$ cat config.mk
export PLATFORM = sky130hd
export DESIGN_NAME = comparador_secuencial_param_flat
export DESIGN_NICKNAME = d
export VERILOG_FILES = /design/src/rtl/comparador_secuencial_param_if.sv /design/src/rtl/comparador_secuencial_param.sv /design/src/flat_wrapper.sv
export SDC_FILE = /design/constraint.sdc
export NUM_CORES = 1
export LEC_CHECK = 0
export CORE_UTILIZATION = 45
export DETAILED_ROUTE_END_ITERATION = 10
export GPL_TIMING_DRIVEN = 0
export PLACE_DENSITY_LB_ADDON = 0.2
export SKIP_CTS_REPAIR_TIMING = 1
export SYNTH_ARGS = -nofsm -noshare
export SYNTH_HDL_FRONTEND = slang
export SYNTH_SLANG_ARGS = --single-unit
export TNS_END_PERCENT = 100
$ cat constraint.sdc
create_clock -name clk -period 3.45 [get_ports clk]
set_input_delay 0.5175 -clock clk [delete_from_list [all_inputs] [get_ports clk]]
set_output_delay 0.5175 -clock clk [all_outputs]
set_load 0.01 [all_outputs]
$ cat src/rtl/comparador_secuencial_param_if.sv
// Sample/result bundle for comparador_secuencial_param: the source drives operands and mode,
// the comparator returns registered flags, the debounced match and its run count.
interface comparador_secuencial_param_if #(
    parameter int WIDTH   = 8,
    parameter int CONFIRM = 3
);
    localparam int CNT_W = $clog2(CONFIRM + 1);

    logic             in_valid;
    logic [WIDTH-1:0] A;
    logic [WIDTH-1:0] B;
    logic [2:0]       mode;
    logic             out_valid;
    logic             q_raw;
    logic             gt;
    logic             lt;
    logic             eq;
    logic             q;
    logic [CNT_W-1:0] run_cnt;
    logic             mode_err;

    modport master (
        output in_valid, A, B, mode,
        input  out_valid, q_raw, gt, lt, eq, q, run_cnt, mode_err
    );

    modport slave (
        input  in_valid, A, B, mode,
        output out_valid, q_raw, gt, lt, eq, q, run_cnt, mode_err
    );
endinterface

$ cat src/rtl/comparador_secuencial_param.sv
// Registered magnitude comparator with run-time mode, valid handshake and N-hit debounced match.
// Define COMPARADOR_SIGNED_EN to compare A/B as two's-complement; default build compares unsigned.
module comparador_secuencial_param #(
    parameter int WIDTH   = 8,
    parameter int CONFIRM = 3
) (
    input logic clk,
    input logic rst,
    comparador_secuencial_param_if.slave bus
);
    localparam int               CNT_W   = $clog2(CONFIRM + 1);
    localparam logic [CNT_W-1:0] CNT_MAX = CNT_W'(CONFIRM);

    typedef enum logic [2:0] {
        MODE_EQ   = 3'b000,
        MODE_NE   = 3'b001,
        MODE_GT   = 3'b010,
        MODE_LT   = 3'b011,
        MODE_GE   = 3'b100,
        MODE_LE   = 3'b101,
        MODE_RSV6 = 3'b110,
        MODE_RSV7 = 3'b111
    } mode_e;

    logic [WIDTH-1:0] a_s;
    logic [WIDTH-1:0] b_s;
    mode_e            mode_s;

    assign a_s    = bus.A;
    assign b_s    = bus.B;
    assign mode_s = mode_e'(bus.mode);

    logic             out_valid_q;
    logic             q_raw_q, q_raw_d;
    logic             gt_q, gt_d;
    logic             lt_q, lt_d;
    logic             eq_q, eq_d;
    logic             mode_err_q, mode_err_d;
    logic             q_q, q_d;
    logic [CNT_W-1:0] run_q, run_d;
    mode_e            last_mode_q;

    always_comb begin
        // NOTE: every combinationally assigned signal gets a default first so no latch is inferred.
        gt_d       = 1'b0;
        lt_d       = 1'b0;
        eq_d       = (a_s == b_s);
        q_raw_d    = 1'b0;
        mode_err_d = 1'b0;
        run_d      = '0;
        q_d        = 1'b0;

`ifdef COMPARADOR_SIGNED_EN
        gt_d = ($signed(a_s) > $signed(b_s));
        lt_d = ($signed(a_s) < $signed(b_s));
`else
        gt_d = (a_s > b_s);
        lt_d = (a_s < b_s);
`endif

        unique case (mode_s)
            MODE_EQ: q_raw_d = eq_d;
            MODE_NE: q_raw_d = !eq_d;
            MODE_GT: q_raw_d = gt_d;
            MODE_LT: q_raw_d = lt_d;
            MODE_GE: q_raw_d = gt_d || eq_d;
            MODE_LE: q_raw_d = lt_d || eq_d;
            default: mode_err_d = 1'b1;
        endcase

        // A mode switch starts a fresh run so a threshold never inherits hits from another test.
        if (!q_raw_d) begin
            run_d = '0;
        end else if (mode_s != last_mode_q) begin
            run_d = CNT_W'(1);
        end else if (run_q == CNT_MAX) begin
            run_d = CNT_MAX;
        end else begin
            run_d = run_q + CNT_W'(1);
        end

        q_d = (run_d == CNT_MAX);
    end

    // NOTE: sequential state uses non-blocking assignments so every register samples pre-edge values.
    always_ff @(posedge clk) begin
        if (rst) begin
            out_valid_q <= 1'b0;
            q_raw_q     <= 1'b0;
            gt_q        <= 1'b0;
            lt_q        <= 1'b0;
            eq_q        <= 1'b0;
            mode_err_q  <= 1'b0;
            q_q         <= 1'b0;
            run_q       <= '0;
            last_mode_q <= MODE_EQ;
        end else begin
            out_valid_q <= bus.in_valid;
            if (bus.in_valid) begin
                q_raw_q     <= q_raw_d;
                gt_q        <= gt_d;
                lt_q        <= lt_d;
                eq_q        <= eq_d;
                mode_err_q  <= mode_err_d;
                q_q         <= q_d;
                run_q       <= run_d;
                last_mode_q <= mode_s;
            end
        end
    end

    assign bus.out_valid = out_valid_q;
    assign bus.q_raw     = q_raw_q;
    assign bus.gt        = gt_q;
    assign bus.lt        = lt_q;
    assign bus.eq        = eq_q;
    assign bus.mode_err  = mode_err_q;
    assign bus.q         = q_q;
    assign bus.run_cnt   = run_q;
endmodule
$ cat src/flat_wrapper.sv
// flat-port wrapper written by rule: the top's interface ports become plain ports
module comparador_secuencial_param_flat 
#(
    parameter int WIDTH   = 8,
    parameter int CONFIRM = 3
)
  (clk, rst, bus_in_valid, bus_A, bus_B, bus_mode, bus_out_valid, bus_q_raw, bus_gt, bus_lt, bus_eq, bus_q, bus_run_cnt, bus_mode_err);
  comparador_secuencial_param_if #(.WIDTH(WIDTH), .CONFIRM(CONFIRM)) bus_i ();
  input logic clk;
  input logic rst;
  input wire logic [$bits(bus_i.in_valid)-1:0] bus_in_valid;
  input wire logic [$bits(bus_i.A)-1:0] bus_A;
  input wire logic [$bits(bus_i.B)-1:0] bus_B;
  input wire logic [$bits(bus_i.mode)-1:0] bus_mode;
  output wire logic [$bits(bus_i.out_valid)-1:0] bus_out_valid;
  output wire logic [$bits(bus_i.q_raw)-1:0] bus_q_raw;
  output wire logic [$bits(bus_i.gt)-1:0] bus_gt;
  output wire logic [$bits(bus_i.lt)-1:0] bus_lt;
  output wire logic [$bits(bus_i.eq)-1:0] bus_eq;
  output wire logic [$bits(bus_i.q)-1:0] bus_q;
  output wire logic [$bits(bus_i.run_cnt)-1:0] bus_run_cnt;
  output wire logic [$bits(bus_i.mode_err)-1:0] bus_mode_err;
  assign bus_i.in_valid = bus_in_valid;
  assign bus_i.A = bus_A;
  assign bus_i.B = bus_B;
  assign bus_i.mode = bus_mode;
  assign bus_out_valid = bus_i.out_valid;
  assign bus_q_raw = bus_i.q_raw;
  assign bus_gt = bus_i.gt;
  assign bus_lt = bus_i.lt;
  assign bus_eq = bus_i.eq;
  assign bus_q = bus_i.q;
  assign bus_run_cnt = bus_i.run_cnt;
  assign bus_mode_err = bus_i.mode_err;
  comparador_secuencial_param #(.WIDTH(WIDTH), .CONFIRM(CONFIRM)) u_core (.clk(clk), .rst(rst), .bus(bus_i));
endmodule
### Word-level counts from Yosys, hierarchy flattened

Cells that the tools add are included.
Widths: inputs -> output; s select.

| operators by class | value |
|---|---|
| add/subtract/negate cells | 1 |
| $lt $le $gt $ge | 2 |
| eq/ne operators | 9 |
| mux-type cells | 5 |
| reduce and logical (&&, ||, !) cells | 5 |

Operators by type and width:

| operator | count |
|---|---|
| $eq 8x8->1 | 1 |
| $gt 8x8->1 | 1 |
| $lt 8x8->1 | 1 |
| $eq 3x2->1 const B | 2 |
| $eq 3x3->1 const B | 2 |
| $mux 2 | 3 |
| $pmux 1 s6 | 1 |
| $reduce_or 6->1 | 1 |
| $eq 2x2->1 const B | 2 |
| $eq 3x1->1 const B | 1 |
| $logic_not 3->1 | 1 |
| $ne 3x3->1 | 1 |
| $add 2x1->2 const B | 1 |
| $logic_or 1x1->1 | 2 |
| $logic_not 1->1 | 1 |
| $mux 1 | 1 |

| word-level totals | value |
|---|---|
| flip-flop bits (word level) | 12 |
| bits of input ports | 22 |
| output and inout port bits | 9 |
| logic and storage cells | 31 |

### Longest topological paths before layout

Gate-level depths: netlist of run 1.

| logic depth | value |
|---|---|
| depth in word-level cells | 5 |
| mapped depth | 8 |
| depth with buffers taken out | 8 |

### Worst setup path before layout of run 1

Ideal clock, no wire load.

| timing | value |
|---|---|
| path type | input to register |
| from | input port bus_B[1] |
| to | register u_core.run_q[0] (netlist: u_core.bus.run_cnt[0]) |
| setup time | 0.146 ns |
| data arrival time | 1.942 ns |
| required time | 3.304 ns |
| setup slack | 1.361 ns |
| stages on the path | 8 |
| cell sequence | inv_1 -> ha_1 -> nor2b_1 -> o211ai_1 -> a21oi_1 -> or2_1 -> o311ai_2 -> a2111oi_2 |

| on the way | value |
|---|---|
| cells in the longest elaborated chain, start to end | 4 |
| elaborated cells between the ends (all ways) | 8 |
| those cells by class | order compare (2); eq/ne (1); mux (2); reduce/logical (3) |

RTL lines:

| what | RTL line | source |
|---|---|---|
| start, declared | flat_wrapper.sv:13 | `input wire logic [$bits(bus_i.B)-1:0] bus_B;` |
| $lt 8x8->1, or another cell as far along | comparador_secuencial_param.sv:58 | `lt_d = (a_s < b_s);` |
| $logic_or 1x1->1, or another cell as far along | comparador_secuencial_param.sv:67 | `MODE_LE: q_raw_d = lt_d \|\| eq_d;` |
| $pmux 1 s6 (*) | comparador_secuencial_param.sv:61 | `unique case (mode_s)` |
| $mux 2 (*) | comparador_secuencial_param.sv:72 | `if (!q_raw_d) begin` |
| end signal, assigned | comparador_secuencial_param.sv:106 | `run_q <= run_d;` |
| end, declared | comparador_secuencial_param.sv:40 | `logic [CNT_W-1:0] run_q, run_d;` |

Mark *: on every way between the ends. The rest lies on a longest branch, timed or not.
A chain may end at the register's enable or synchronous reset.

### Final worst setup path of run 1

Same ends and word-level chain as after synthesis.

==> metrics.txt, run 1 <==
DIE AREA=1840 um^2; hold_sp=u_core.bus.gt; fill cell count=129; final hold viol count=0; Worst R2R Setup Slack=2.33 ns; Mapped Avg Cell Area=8.57 um^2; most instantiated cells after synthesis=dfxtp_1 (12), a21oi_1 (10), inv_1 (10); FF+latch count, synth=12; Routed Wire Length=1530 um; clock share of power=0.248; r2r startpoint=u_core.last_mode_q[1]; TritonCTS clock tree=done; gpl congestion=0.774; reg2reg end=u_core.bus.run_cnt[1]; core area=1540 um^2; Cells after Synth=88; final setup fails=0; switching power=87.9 uW; Antenna Violating Nets Remaining=0; die height=42.9 um; minimum clock period=2.42 ns; Max clock buf depth=2; Worst Path Required=3.58 ns; Congestion Overflow GR=0; Hold Crit Class=reg2reg; initial antenna violation count=0; PwrDens=298 nW/um^2; Row Count=14; max cap viols=0; count of flip-flops with a built-in enable after synthesis=0; final setup skew=0.00539 ns; pin count of the biggest net entering global routing=11; HPWL after DPL=1250 um; clk_lat worst skew=0.27 ns; unique cell type count in the Yosys netlist=27; WHS Endpoint=u_core.bus.gt; # IOs=31; fraction of power consumed by sequential logic=0.458; number of port buffers=30; final net count=153; CTS sink count=12; crit share post-route=0.701; Leak Pwr=0.448 nW; ys async rst share=0; switch share=0.269; via count=719; Max Freq=0.413 GHz; Synthesis Warnings=0; Mapped Nets=118; first-pass GRT wire length=2640 um; Crit Path Max Fanout=4; DRC viols=0; Layout area overhead=45.4%; setup_tns=0 ns; CP Capture Type=flop; Main synth FF type=dfxtp_1; sequential area share after synthesis=0.318; post-synthesis cell area=754 um^2; DR pass1 iterations=4; all-layer global routing usage=0.189; Worst Max-Slew Pin Slew=0.534 ns; Hold Path Cell Cnt=2; Die Wd=42.9 um; initial core utilization=0.489; clock-pin slew on the worst setup and hold paths=0.07 ns; Max Slew Vio Count=0; Root Driver=clkbuf_4; area leader, netlist=dfxtp_1; wire per inst=11.2 um; combinational power share=0.294; cts bufs inserted=3; Max transition margin=0.644; Int Power=239 uW; vias in the first global route=678; RSZ-0062 raised after global routing=false; Worst Path Arrival=2.55 ns; Antenna Cells=0; VDD IR-drop max=0.239 mV; status=completed; R2R depth=4; Util after Layout=0.712; crit path launch type=input pin; Via density=5.25; Synth top area share=0.318; largest cells by area after synthesis=dfxtp_1 (32%), ha_1 (13%), a21oi_1 (6.6%); DRT iter0 DRCs=12; count leader, synth=dfxtp_1; htree depth=1; layout cells sized above 1=0.0744; Crit Path Category=in2reg
==> registers in the layout (all words and copies together) (netlist names) <==
register,count
u_core.bus.q_raw,1
u_core.bus.gt,1
u_core.bus.eq,1
u_core.bus.out_valid,1
u_core.last_mode_q,3
u_core.bus.mode_err,1
u_core.bus.lt,1
u_core.bus.q,1
u_core.bus.run_cnt,2
==> critical path: stages <==
cell             delay, ns
clkdlybuf4s50_1       0.45
inv_1                 0.04
ha_1                  0.29
nor2b_1               0.13
o211ai_1              0.15
a21oi_1               0.12
or2_1                 0.28
o311ai_2              0.44
a2111oi_2             0.13
==> worst max-delay path by stage <==
| stage | depth (start not counted) | start | end | slack [ns] |
|---|---|---|---|---|
| 4_1_cts | 9 | bus_B[1] | u_core.bus.run_cnt[0] | 1.02 |
| 3_3_place_gp | 9 | bus_B[1] | u_core.bus.run_cnt[0] | 0.74 |
| 6_report | 9 | bus_B[1] | u_core.bus.run_cnt[0] | 1.03 |
| 5_1_grt | 9 | bus_B[1] | u_core.bus.run_cnt[0] | 0.94 |
| 3_5_place_dp | 9 | bus_B[1] | u_core.bus.run_cnt[0] | 0.74 |
| 2_1_floorplan | 8 | bus_B[1] | u_core.bus.run_cnt[0] | 1.36 |
==> cell families (layout without fill, tap and decap cells) <==
logic type                 Yosys count  count (layout)  share of synthesized area
buffers and inverters               13              46                     0.0647
muxes                                3               3                     0.0398
xor gates and xnor gates             4               4                     0.0464
and+or+nand+nor                     28              28                      0.199
AOI/OAI and AO/OA                   20              20                      0.199
adders and majority gates            8               8                      0.133
DFF                                 12              12                      0.318
==> stage by stage <==
stage / setup slack (ns) / power [mW] / std cells / instance area [um^2] / hold slack (ns)
final: 1.03 / 0.327 / 137 / 1100 / 0.477
after global placement: 0.743 / 0.247 / 134 / 1070 / 0.451
after global routing: 0.944 / 0.350 / 137 / 1100 / 0.512
after detailed placement: 0.740 / 0.250 / 134 / 1070 / 0.467
after floorplan: 1.36 / 0.204 / 88 / 754 / 0.482
after CTS: 1.02 / 0.332 / 137 / 1100 / 0.485
==> cell usage in the layout, fill, tap and decap left out, drive strengths merged, types with 4 or more instances in the layout <==
cell            n
dfxtp          12
ha              8
clkdlybuf4s50  30
nor2            9
nand3           4
nand2           6
clkbuf          6
inv            10
nor3            4
a21oi          10
==> layout make-up <==
type / instances / area (um^2) / area share
sequential: 12 / 240 / 0.219
timing repair buffer: 30 / 300 / 0.274
inverter: 10 / 37.5 / 0.0342
tap: 16 / 20.0 / 0.0182
buffer: 3 / 11.3 / 0.0103
multi-input combinational: 63 / 465 / 0.424
clock buffer: 3 / 22.5 / 0.0205
==> power by group through the flow <==
stage | Combinational, mW | Sequential [mW] | Clock [mW]
after global placement | 0.0943 | 0.153 | 0
after floorplan | 0.0487 | 0.155 | 0
after global routing | 0.107 | 0.151 | 0.0924
after CTS | 0.0971 | 0.150 | 0.0846
after detailed placement | 0.0965 | 0.153 | 0
final | 0.0962 | 0.150 | 0.0811
==> per-layer routing <==
metal / global-route usage / share of wire / wire (um) / vias up
met5: 0 / 0 / 0 / -
met4: 0.0364 / 0 / 0 / 0
met3: 0.0638 / 0.067 / 103 / 0
met2: 0.348 / 0.51 / 774 / 23
met1: 0.210 / 0.43 / 650 / 320
li1: - / - / - / 376
(Power assumes the default switching activity.)
==> run 2: changes to the inputs <==
- CORE_ASPECT_RATIO: default -> 0.7
- CORE_UTILIZATION: 45 -> 37
- clock period: 3.45 -> 1.95 ns (I/O delays scaled with it)
==> run 2 against run 1 <==
- sequential share of layout area decreased by 3.4 points
- highest routed layer is now met4
- clock skew decreased by 0.0023 ns
- critical path depth increased by 1
- sequential cell count unchanged
- cell count increased by 8.0%
- non-clock buffer count increased by 4
- global-route usage decreased by 3.8 points
- count of clock-buffer cells in the layout increased by 1
- register-to-register slack got worse by 1.5 ns
- worst setup slack got worse by 0.91 ns
==> metrics.txt, run 2 (synthesized netlist as in run 1, its figures left out) <==
status=completed; Row Count=13 (-1); TritonCTS clock tree=done; CP Capture Type=flop; HPWL after DPL=1360 um (+9.0%); DRC viols=0 (unchanged); Hold Crit Class=reg2reg; Max Slew Vio Count=0 (unchanged); Worst Path Required=2.09 ns (-1.49 ns); gpl congestion=0.707 (-8.6%); Layout Cells excl Fill=148 (+8.0%); DR pass1 iterations=4 (unchanged); Routed Wire Length=1940 um (+27%); most frequent cells in the layout=dlymetal6s2s_1 (16), clkdlybuf4s50_1 (14), dfxtp_1 (12), a21oi_1 (9), nor2_1 (8); Root Driver=clkbuf_4; final net count=157 (+2.6%); core area=1890 um^2 (+22%); DP Worst Slack=-0.579 ns (-1.32 ns); all-layer global routing usage=0.152 (-0.0377); crit share post-route=0.938; DIE AREA=2230 um^2 (+21%); Crit Path Category=in2reg; Worst R2R Setup Slack=0.81 ns (-1.52 ns); via count=761 (+5.8%); Crit Path Max Fanout=4 (unchanged); commonest non-fill, non-tap cell in the layout=dlymetal6s2s_1; R2R depth=4 (unchanged); Congestion Overflow GR=0 (unchanged); pin count of the biggest net entering global routing=11 (unchanged); final setup skew=0.00306 ns (-0.00232 ns); Top reg by flops=u_core.last_mode_q; initial core utilization=0.400 (-0.0896); final hold viol count=0 (unchanged); setup_tns=0 ns (unchanged); initial antenna violation count=0 (unchanged); # IOs=31 (unchanged); CTS sink count=12 (unchanged); crit path launch type=input pin; max cap viols=0 (unchanged); DRT iter0 DRCs=20 (+8); Via density=5.14 (-2.0%); Util after Layout=0.687 (-0.0248); WHS Endpoint=u_core.bus.mode_err; Hold Path Cell Cnt=2 (unchanged); PwrDens=520 nW/um^2 (+75%); Antenna Violating Nets Remaining=0 (unchanged); DP Cell Count=140 (+4.5%); Finished Cell Area=1300 um^2 (+18%); clock-pin slew on the worst setup and hold paths=0.07 ns (about the same); die height=39.8 um (-7.4%); RSZ-0062 raised after global routing=false; Final Power=675 uW (+110%); number of flip-flops in the largest register=3 (unchanged); Die Wd=56.0 um (+30%); clk_lat worst skew=0.27 ns (about the same); WHS=0.478 ns (+0.000634 ns); Max transition margin=0.657 (+0.0129); Layout area overhead=71.8%; vias in the first global route=580 (-14%); Max Freq=0.547 GHz; Max clock buf depth=2 (unchanged); Leak Pwr=0.616 nW (+37%); layout cells sized above 1=0.238 (+0.164); reg2reg end=u_core.bus.run_cnt[1]; r2r startpoint=u_core.last_mode_q[0]; Worst Max-Slew Pin Slew=0.514 ns (-0.0193 ns); Worst Path Arrival=1.97 ns (-0.58 ns); Post-Place Cell Area=1080 um^2 (+0.70%); final setup fails=0 (unchanged); hold_sp=u_core.bus.mode_err; setup ws final=0.121 ns (-0.909 ns); first-pass GRT wire length=2460 um (-7.0%); cts bufs inserted=3 (unchanged); wire per inst=13.1 um (+17%); VDD IR-drop max=0.391 mV (+64%); minimum clock period=1.83 ns; htree depth=1 (unchanged); Antenna Cells=0 (unchanged); number of port buffers=30 (unchanged)
## run 2: cell count changes in the layout (fill, tap and decap cells not counted), moves of 4 or more
cell and delta:
clkdlybuf4s50_1 -16, dlymetal6s2s_1 +16, ha_1 -7, ha_4 +7, inv_1 -7, inv_2 +7, buf_4 +4
## run 2: worst max-delay path by stage
stage	start	endpoint	slack [ns]	cells past startpoint
after floorplan	bus_B[1]	u_core.bus.run_cnt[0]	0.09	8
after global placement	bus_B[1]	u_core.bus.run_cnt[0]	-0.54	9
after detailed placement	bus_B[1]	u_core.bus.run_cnt[0]	-0.58	9
after CTS	bus_B[1]	u_core.bus.run_cnt[0]	-0.28	9
after global routing	bus_B[1]	u_core.bus.run_cnt[1]	0.06	10
final	bus_B[1]	u_core.bus.run_cnt[1]	0.12	10
## run 2: critical path, stage by stage
cell	delay (ns)
dlymetal6s2s_1	0.14
inv_2	0.07
ha_4	0.19
nor2b_1	0.13
o211ai_1	0.19
a21oi_2	0.10
or2_1	0.28
o311ai_4	0.34
buf_4	0.19
a21oi_1	0.05
## run 2: where the power goes
group / internal (mW) / total [mW] / switching [mW]
combinational: 0.114 / 0.211 / 0.0975
clock: 0.114 / 0.198 / 0.0844
sequential: 0.258 / 0.265 / 0.00775
total: 0.485 / 0.675 / 0.190
## run 2: routing by layer
metal	global-route usage	part of all wire	wire [um]
met2	0.247	0.49	956
met5	0	0	0
met3	0.0693	0.059	114
met1	0.185	0.44	856
met4	0.0366	0.0052	10
## run 2: layout make-up
class,count,area [um^2]
repair buffers,34,370
inverters,10,37.5
well taps,22,27.5
clock buffers,4,36.3
plain buffers,3,11.3
multi-input cells,63,573
fillers,158,591
flip-flops and latches,12,240
